==> src/rtl/mc_ctrl_fsm.sv <==
// ---------------------------------------------------------------------------
// mc_ctrl_fsm -- multi-cycle control sequencer for the single-datapath MIPS core.
//
// Each instruction moves through FETCH -> DECODE -> EXEC/BRANCH/JUMP ->
// MEM_RD/MEM_WR -> WB_*. The block drives the IR/PC/GPR/DM write strobes and
// the select lines of the shared ALU, DM and GPR paths. It also counts retired
// instructions.
//
// Ports
//   clk          system clock, rising edge
//   rst          synchronous active-high reset; forces every output to 0
//   opcode/funct IR fields, sampled in DECODE
//   zero         ALU zero flag, sampled in BRANCH
//   oflow        ALU signed overflow, sampled in EXEC (addi only)
//   ir_wr        load IR from instruction memory
//   pc_wr        load PC from npc (exactly once per instruction)
//   npc_sel      00 pc+4, 01 branch target, 10 j/jal target, 11 jr (rs)
//   reg_wr       GPR write enable
//   regdst       1 selects rd, 0 selects rt as the write register
//   link         jal: write register 31 with pc+4
//   memtoreg     1 selects DM data, 0 selects the ALU result for the write
//   mem_wr       DM write enable
//   alusrc       1 selects the extended immediate, 0 selects rt data
//   ext_sel      1 sign-extends, 0 zero-extends the immediate
//   aluop        000 add, 001 sub, 010 or, 011 slt, 100 lui
//   lb_flag      byte load
//   sb_flag      byte store
//   instr_done   one-cycle pulse on the last cycle of each instruction
//   retired_cnt  count of instr_done pulses, wraps modulo 2^CNT_W
//   state        current state, for debug
// ---------------------------------------------------------------------------
module mc_ctrl_fsm #(
  parameter int CNT_W = 32
) (
  input  logic             clk,
  input  logic             rst,
  input  logic [5:0]       opcode,
  input  logic [5:0]       funct,
  input  logic             zero,
  input  logic             oflow,
  output logic             ir_wr,
  output logic             pc_wr,
  output logic [1:0]       npc_sel,
  output logic             reg_wr,
  output logic             regdst,
  output logic             link,
  output logic             memtoreg,
  output logic             mem_wr,
  output logic             alusrc,
  output logic             ext_sel,
  output logic [2:0]       aluop,
  output logic             lb_flag,
  output logic             sb_flag,
  output logic             instr_done,
  output logic [CNT_W-1:0] retired_cnt,
  output logic [3:0]       state
);

  typedef enum logic [3:0] {
    S_FETCH  = 4'd0,
    S_DECODE = 4'd1,
    S_EXEC   = 4'd2,
    S_MEM_RD = 4'd3,
    S_MEM_WR = 4'd4,
    S_WB_ALU = 4'd5,
    S_WB_MEM = 4'd6,
    S_BRANCH = 4'd7,
    S_JUMP   = 4'd8
  } state_t;

  localparam logic [5:0] OP_R    = 6'h00, OP_J   = 6'h02, OP_JAL = 6'h03,
                         OP_BEQ  = 6'h04, OP_ADDI = 6'h08, OP_ORI = 6'h0D,
                         OP_LUI  = 6'h0F, OP_LB  = 6'h20, OP_LW  = 6'h23,
                         OP_SB   = 6'h28, OP_SW  = 6'h2B;
  localparam logic [5:0] FN_JR   = 6'h08, FN_ADDU = 6'h21, FN_SUBU = 6'h23,
                         FN_SLT  = 6'h2A;
  localparam logic [2:0] ALU_ADD = 3'b000, ALU_SUB = 3'b001, ALU_OR = 3'b010,
                         ALU_SLT = 3'b011, ALU_LUI = 3'b100;

  function automatic logic is_r_alu(input logic [5:0] op, input logic [5:0] fn);
    return (op == OP_R) && (fn == FN_ADDU || fn == FN_SUBU || fn == FN_SLT);
  endfunction

  function automatic logic is_exec(input logic [5:0] op, input logic [5:0] fn);
    return is_r_alu(op, fn) || op == OP_ORI || op == OP_LUI || op == OP_ADDI ||
           op == OP_LW || op == OP_LB || op == OP_SW || op == OP_SB;
  endfunction

  function automatic logic is_jump(input logic [5:0] op, input logic [5:0] fn);
    return op == OP_J || op == OP_JAL || (op == OP_R && fn == FN_JR);
  endfunction

  state_t           state_q;
  logic [5:0]       op_q, funct_q;
  logic             ov_q;
  logic             ir_wr_q, pc_wr_q, reg_wr_q, regdst_q, link_q, memtoreg_q;
  logic             mem_wr_q, lb_q, sb_q, done_q;
  logic [1:0]       npc_q;
  logic [CNT_W-1:0] cnt_q;

  // Input-dependent terms: an unsupported instruction retires in DECODE
  // itself, and the branch decision uses zero in the BRANCH cycle. Neither
  // can be known a cycle early, so they are merged onto the registered strobes.
  logic illegal_dec, done_c;
  assign illegal_dec = (state_q == S_DECODE) &&
                       !(is_exec(opcode, funct) || is_jump(opcode, funct) ||
                         opcode == OP_BEQ);
  assign done_c      = done_q | illegal_dec;

  always_ff @(posedge clk) begin
    // NOTE: all state here uses non-blocking assignments, so every branch
    // sees the register values from before this edge.
    ir_wr_q    <= 1'b0;
    pc_wr_q    <= 1'b0;
    npc_q      <= 2'b00;
    reg_wr_q   <= 1'b0;
    regdst_q   <= 1'b0;
    link_q     <= 1'b0;
    memtoreg_q <= 1'b0;
    mem_wr_q   <= 1'b0;
    lb_q       <= 1'b0;
    sb_q       <= 1'b0;
    done_q     <= 1'b0;
    if (rst) begin
      state_q <= S_FETCH;
      op_q    <= '0;
      funct_q <= '0;
      ov_q    <= 1'b0;
      cnt_q   <= '0;
      ir_wr_q <= 1'b1;  // strobe of the FETCH cycle that follows reset
    end else begin
      if (done_c) cnt_q <= cnt_q + 1'b1;
      // Each transition loads the strobes of the state being entered.
      unique case (state_q)
        S_FETCH: state_q <= S_DECODE;
        S_DECODE: begin
          op_q    <= opcode;
          funct_q <= funct;
          if (is_exec(opcode, funct)) begin
            state_q <= S_EXEC;
          end else if (opcode == OP_BEQ) begin
            state_q <= S_BRANCH;
            pc_wr_q <= 1'b1;
            done_q  <= 1'b1;
          end else if (is_jump(opcode, funct)) begin
            state_q  <= S_JUMP;
            pc_wr_q  <= 1'b1;
            done_q   <= 1'b1;
            npc_q    <= (opcode == OP_R) ? 2'b11 : 2'b10;
            reg_wr_q <= (opcode == OP_JAL);
            link_q   <= (opcode == OP_JAL);
          end else begin
            state_q <= S_FETCH;
            ir_wr_q <= 1'b1;
          end
        end
        S_EXEC: begin
          ov_q <= (op_q == OP_ADDI) ? oflow : 1'b0;
          if (op_q == OP_LW || op_q == OP_LB) begin
            state_q <= S_MEM_RD;
            lb_q    <= (op_q == OP_LB);
          end else if (op_q == OP_SW || op_q == OP_SB) begin
            state_q  <= S_MEM_WR;
            mem_wr_q <= 1'b1;
            sb_q     <= (op_q == OP_SB);
            pc_wr_q  <= 1'b1;
            done_q   <= 1'b1;
          end else begin
            state_q  <= S_WB_ALU;
            reg_wr_q <= 1'b1;  // suppressed on addi overflow via ov_q
            regdst_q <= (op_q == OP_R);
            pc_wr_q  <= 1'b1;
            done_q   <= 1'b1;
          end
        end
        S_MEM_RD: begin
          state_q    <= S_WB_MEM;
          reg_wr_q   <= 1'b1;
          memtoreg_q <= 1'b1;
          lb_q       <= (op_q == OP_LB);
          pc_wr_q    <= 1'b1;
          done_q     <= 1'b1;
        end
        default: begin
          state_q <= S_FETCH;
          ir_wr_q <= 1'b1;
        end
      endcase
    end
  end

  // ALU selects decode from the latched instruction, so they hold their EXEC
  // values through the MEM and WB states without extra registers.
  always_comb begin
    // NOTE: defaults first keep every path assigned, so no latch is inferred.
    aluop   = ALU_ADD;
    alusrc  = 1'b0;
    ext_sel = 1'b0;
    if (!rst) begin
      case (state_q)
        S_EXEC, S_MEM_RD, S_MEM_WR, S_WB_ALU, S_WB_MEM: begin
          case (op_q)
            OP_R: begin
              if (funct_q == FN_SUBU)     aluop = ALU_SUB;
              else if (funct_q == FN_SLT) aluop = ALU_SLT;
            end
            OP_ORI: begin
              aluop  = ALU_OR;
              alusrc = 1'b1;
            end
            OP_LUI: begin
              aluop  = ALU_LUI;
              alusrc = 1'b1;
            end
            default: begin  // addi and all loads/stores: signed add
              alusrc  = 1'b1;
              ext_sel = 1'b1;
            end
          endcase
        end
        S_BRANCH: aluop = ALU_SUB;
        default: ;
      endcase
    end
  end

  // Reset blanks every output immediately, which also kills any write strobe
  // of an instruction caught mid-flight.
  assign ir_wr       = ~rst & ir_wr_q;
  assign pc_wr       = ~rst & (pc_wr_q | illegal_dec);
  assign npc_sel     = rst ? 2'b00 : (npc_q | {1'b0, (state_q == S_BRANCH) & zero});
  assign reg_wr      = ~rst & reg_wr_q & ~((state_q == S_WB_ALU) & ov_q);
  assign regdst      = ~rst & regdst_q;
  assign link        = ~rst & link_q;
  assign memtoreg    = ~rst & memtoreg_q;
  assign mem_wr      = ~rst & mem_wr_q;
  assign lb_flag     = ~rst & lb_q;
  assign sb_flag     = ~rst & sb_q;
  assign instr_done  = ~rst & done_c;
  assign retired_cnt = rst ? '0 : cnt_q;
  assign state       = rst ? 4'd0 : state_q;

endmodule
==> config.mk <==
export PLATFORM = sky130hd
export DESIGN_NAME = mc_ctrl_fsm
export DESIGN_NICKNAME = d
export VERILOG_FILES = /design/src/rtl/mc_ctrl_fsm.sv
export SDC_FILE = /design/constraint.sdc
export NUM_CORES = 1
export LEC_CHECK = 0
export ABC_AREA = 1
export CORE_MARGIN = 2
export CORE_UTILIZATION = 46
export DETAILED_ROUTE_END_ITERATION = 10
export GPL_TIMING_DRIVEN = 0
export PLACE_DENSITY_LB_ADDON = 0.08
export SLEW_MARGIN = 40
export SYNTH_ARGS = -nofsm -noshare
export SYNTH_HDL_FRONTEND = slang
export SYNTH_SLANG_ARGS = --single-unit
==> constraint.sdc <==
create_clock -name clk -period 1.8 [get_ports clk]
set_clock_uncertainty 0.2 [all_clocks]
set_input_delay 0.36 -clock clk [delete_from_list [all_inputs] [get_ports clk]]
set_output_delay 0.36 -clock clk [all_outputs]
set_load 0.02 [all_outputs]
Word level (Yosys, flattened, before mapping)
Cells that the tools add are included.

word-level totals
  bits in registers = 60
  bits of input ports = 16
  output and inout port bits = 53
  word-level logic and storage cells = 137

cells by class
  add/sub/neg operators = 1
  equality and inequality tests = 30
  mux-type cells = 41
  bitwise logic cells = 20
  reduce and logical (&&, ||, !) cells = 30

operators by type and width
  kind                                            count
  == test 6 bit (second input constant)           13
  == test 6 x 4 -> 1 bit (second input constant)  7
  adder 32 x 1 -> 32 bit (second input constant)  1
  2-to-1 mux 32 bit                               1
  2-to-1 mux 1 bit                                24
  == test 4 x 3 -> 1 bit (second input constant)  4
  2-to-1 mux 4 bit                                4
  one-hot mux 4 bit (4 select lines)              1
  logical OR 1 bit                                15
  bitwise AND 1 bit                               12
  == test 6 x 2 -> 1 bit (second input constant)  2
  zero test 6 bit                                 2
  OR reduction 5 bit                              2
  one-hot mux 3 bit (3 select lines)              1
  OR reduction 3 bit                              3
  == test 4 x 2 -> 1 bit (second input constant)  2
  OR reduction 4 bit                              2
  == test 6 x 3 -> 1 bit (second input constant)  1
  2-to-1 mux 2 bit                                3
  2-to-1 mux 3 bit                                2
  inverter 1 bit                                  6
  one-hot mux 1 bit (3 select lines)              2
  one-hot mux 3 bit (2 select lines)              1
  == test 4 x 1 -> 1 bit (second input constant)  1
  other kinds (7)                                 10

Longest topological paths before layout
  word-level depth = 17
  mapped depth = 10
  mapped depth without buffers = 10

Least setup slack after synthesis
OpenSTA, ideal clock, no wires.

  path type = input to output
  from = in funct[2]
  to = out pc_wr
  data arrival time = 1,699 ps
  data required time = 1,240 ps
  slack = -459 ps
  stages = 10
  path buffers = 2
  path through = inv_1 nand2_1 nor2_1 nor2_1 nor2_1 nor2_2 nand3_4 buf_6 a21oi_1 buf_4

between the ends
  cells in the longest elaborated chain, start to end = 17
  elaborated cells on any way between the ends = 22
  classes of those cells = 4 x eq/ne; 2 x bitwise; 16 x reduce/logical

RTL lines
  element                             RTL line  RTL
  from (decl)                         38        input logic [5:0] funct,
  == test 6 bit                       81        return (op == OP_R) && (fn == FN_ADDU || fn == FN_SUBU || fn == FN_SLT);
  logical OR 1 bit (2 in series)      81
  logical AND 1 bit                   81
  logical OR 1 bit (4 in series)      85        return is_r_alu(op, fn) || op == OP_ORI || op == OP_LUI || op == OP_ADDI ||
  logical OR 1 bit (3 in series)      86        op == OP_LW || op == OP_LB || op == OP_SW || op == OP_SB;
  logical OR 1 bit (*) (2 in series)  106       !(is_exec(opcode, funct) || is_jump(opcode, funct) ||
  zero test 1 bit (*)                 106
  logical AND 1 bit (*)               105       assign illegal_dec = (state_q == S_DECODE) &&
  bitwise OR 1 bit (*)                230       assign pc_wr = ~rst & (pc_wr_q | illegal_dec);
  bitwise AND 1 bit (*)               -
  to (decl)                           42        output logic pc_wr,

Mark *: on every way between the ends. The rest lies on a longest branch, timed or not.

Final worst setup path
  from = in opcode[3]
  to = out pc_wr

between the ends
  cells in the longest elaborated chain, start to end = 15
  elaborated cells on any way between the ends = 28
  classes of those cells = 10 x eq/ne; 2 x bitwise; 16 x reduce/logical

RTL lines
  element                         RTL line  RTL
  from (decl)                     37        input logic [5:0] opcode,
  zero test 6 bit                 81, 90
  logical AND 1 bit               81
  logical OR 1 bit (4 in series)  85
  logical OR 1 bit (3 in series)  86
  logical OR 1 bit                106
  logical OR 1 bit (*)            106
  zero test 1 bit (*)             106
  logical AND 1 bit (*)           105
  bitwise OR 1 bit (*)            230
  bitwise AND 1 bit (*)           -

Marks and branches as above.

==> summary.txt <==
Layout
  • Share of cells above drive strength 1: 31.4%
  • Antenna fix cells: 0
  • Fin util: 63.4%
  • Non-Filler Instances: 837
  • Multi-input logic area: roughly 2500 um2
  • Register Area: roughly 1200 um2
  • Synth-to-layout area growth: 34.1%
  • Post-Layout Inst Area: around 5200 um2
  • Fillcell total: between 800 and 900
  • Nets: roughly 750

Timing
  • Slew Limit Headroom: approximately 52%
  • Fin. max-slew vios: 0
  • Setup violations, final: 39
  • Total Negative Setup Slacks: -4.63 ns
  • Tightest Pin Transition: 0.722 ns
  • RSZ-0062 raised after global routing: yes
  • Crit share post-route: 120%
  • Fin crit period: about 2.2 ns
  • Maximum clock rate: 463 MHz
  • Final Hold Violating Endpoints: 0
  • Setup WS post-layout: -0.361 ns

Power
  • Clock power share: 38.3%
  • Pint: 0.00228 W
  • Leak: 2.14 nW
  • Switching share of power: 29.7%
  • Net Sw Power: around 0.00096 W
  • Comb power frac: between 15 and 20%
  • Worst vdd ir: 412 uV
  • Seq pwr share: roughly 44%
  • PD cells: slightly above 600 nW/um2
  • Tot Pwr: roughly 0.0032 W

Route
  • Drt pass-1 iters: 4
  • DRT iter0 DRCs: 170
  • Routed Wire Length: approximately 12000 um
  • DRC viols: 0
  • Via count: about 4300
  • Vias per cell: a little over 5
  • Antenna viol nets, final: 0
  • Drt wl/cell: about 15 um

Hold path
  • HP Start: opcode[4]
  • HP Class: in -> reg
  • Hold Crit Depth: 3
  • Hold Path End: op_q[4]

Yosys
  • Ys async rst share: 0%
  • Number of synthesized flops with an enable pin: 0
  • Register area share after synthesis: a little under a third
  • Synth area leader: dfxtp_1
  • Post-synth cell types: 34
  • Synth top area share: a little under a third
  • Synth Register Bits: 60
  • Syn_area_per_cell: about 6.2 um2
  • Synth Flop Type: dfxtp_1
  • Yosys warnings: 0
  • Synth Instances: around 630
  • Mapped Nets: around 650
  • Post-Synthesis Cell Area: 3890 um2
  • Top post-synthesis cells by area: dfxtp_1, nand2_1, nor2_1

Floorplanning
  • Boundary pin count: between 60 and 70
  • Initial Util: between 40% and 50%
  • Std-Cell Rows: 33
  • Height of the die: around 96 um
  • Core Box Area: about 8200 um2
  • Die area: between 9000 and 10000 um2
  • Die Span X: 95.9 um

Global route
  • Total track usage: about 27%
  • Initial antenna violation count: 0
  • Vias in the first global route: ~4000
  • Largest net degree at the start of global routing: 11
  • Total congestion overflow: 0
  • First-pass GRT wire length: approximately 19000 um

Setup path
  • Critical path peak fanout: 3
  • CP most frequent cell: buf_6
  • Cell family with most CP delay: buffers and inverters
  • Crit Path Class: in -> out
  • RR Startpoint: state_q[3]
  • Buf+Inv Stages, Crit Path: 5
  • Worst EP arrival: around 1.6 ns
  • Startpoint Class: input pin
  • Reg2reg setup slack: -0.10 ns
  • Worst Path Required: about 1.2 ns
  • Slowest-stage cell, CP: clkdlybuf4s15_2
  • Worst r2r dst: cnt_q[14]
  • Worst R2R Path Depth: 11
  • Worst path max stage delay: 0.23 ns
  • Crit path capture type: output pin
  • Worst path cell trace: clkdlybuf4s15_2 -> inv_2 -> nor2_1 -> nand3_1 -> nand2_2 -> nor2_4 -> nand3_4 -> buf_12 -> a21oi_4 -> buf_6 -> buf_6

Clocking
  • Clock Sinks: 60
  • Clock root buffer: clkbuf_8
  • TritonCTS clock tree: built
  • Clk_lat worst skew: approximately 0.35 ns
  • H-Tree Depth: 3
  • CTS max path bufs: 2
  • CTS Buf Count: 9
  • Clock transition at the registers of the reported paths: roughly 0.07 ns

Placed design
  • GP Congestion: 0.968
  • Placed cell areas: 4770 um2
  • PortBufs: 67
  • Placed wire-length estimate: 8820 um
  • Dpl cells: 800

Flow run
  • Max-cap violations: 0

Run status
  • Failing checks: setup timing
  • Outcome: finished, violations left
-- registers in the layout, indices dropped and copies added, names as in the netlist, 2 cells and up --
name / flops
op_q: 6
cnt_q: 32
npc_q: 2
funct_q: 6
state_q: 4
-- logic make-up after synthesis --
logic type	Yosys count	share of synthesized area, %
adders and majority gates	1	0.322
xor gates and xnor gates	16	3.61
buffers and inverters	108	11.8
and+or+nand+nor	369	42.5
DFF	60	30.9
AOI/OAI and AO/OA	74	10.9
-- synthesized netlist by cell type, types with 3 or more instances --
cell        n
a21oi_1    43
a21oi_2     7
buf_1       4
buf_2       3
buf_6       6
clkbuf_1   10
dfxtp_1    60
inv_1      80
inv_2       4
nand2_1   149
nand2_2     3
nand3_1    48
nand3_2    12
nand4_1     8
nor2_1    114
nor2_2      8
nor3_1     17
o21ai_0    18
xor2_1     16
-- what timing repair did --
item | CTS | global route
endpoints found under the hold margin | 0 | 0
pin swaps | 15 | 17
buffers inserted | 15 | 4
hold buffers | 0 | 0
setup endpoints to repair | 89 | 60
gates cloned | 3 | 0
gates resized for setup | 307 | 78
-- how the worst max path moves through the flow --
| stage | startpoint | endpoint | slack, ns | cells past startpoint |
|---|---|---|---|---|
| after floorplan | funct[2] | pc_wr | -0.18 | 10 |
| after global placement | funct[0] | pc_wr | -1.52 | 12 |
| after detailed placement | funct[0] | pc_wr | -1.54 | 12 |
| after CTS | state_q[3] | pc_wr | -0.36 | 8 |
| after global routing | opcode[3] | pc_wr | -0.44 | 11 |
| final | opcode[3] | pc_wr | -0.36 | 11 |
-- layout make-up --
type | instances | area share [%]
multi-input combinational | 460 | 48.0
timing repair buffer | 89 | 11.9
inverter | 84 | 6.65
clock inverter | 4 | 0.960
sequential | 60 | 23.4
tap | 105 | 2.52
buffer | 24 | 3.82
clock buffer | 11 | 2.71
-- per-layer routing --
layer | GRT usage, % | up-vias | share of wire [%]
met5 | 0 | - | 0
met3 | 4.31 | 23 | 4.3
met1 | 32.9 | 1983 | 42
met2 | 49.6 | 102 | 51
met4 | 9.29 | 0 | 2.6
li1 | - | 2191 | -
-- tightest hold or removal path: stages --
cell and delay [ns]:
buf_2 0.12, inv_2 0.07, a21oi_1 0.06
-- layout by cell type (no fill, tap or decap), types with 14 or more instances in the layout --
master,synthesis,layout
inv_1,80,67
xor2_1,16,16
buf_2,3,43
nor2_1,114,94
inv_2,4,14
nand2_1,149,142
a21oi_2,7,17
a21oi_1,43,32
nand3_1,48,47
buf_6,6,17
buf_4,1,31
dfxtp_1,60,48
nor2_2,8,18
-- per-stage QoR --
step                hold slack, ns  setup slack, ns
detailed placement           0.252            -1.54
floorplan                    0.229           -0.181
CTS                          0.106           -0.361
finish                       0.104           -0.361
global route                0.0979           -0.437
global placement             0.246            -1.52
-- power by group through the flow --
stage | sequential [W] | combinational [W] | clock (W)
finish | 0.00141 | 0.000583 | 0.00124
global route | 0.00142 | 0.000628 | 0.00132
CTS | 0.00140 | 0.000542 | 0.00125
detailed placement | 0.00143 | 0.000457 | 0
global placement | 0.00143 | 0.000451 | 0
floorplan | 0.00142 | 0.000304 | 0
(Power assumes the default switching activity.)
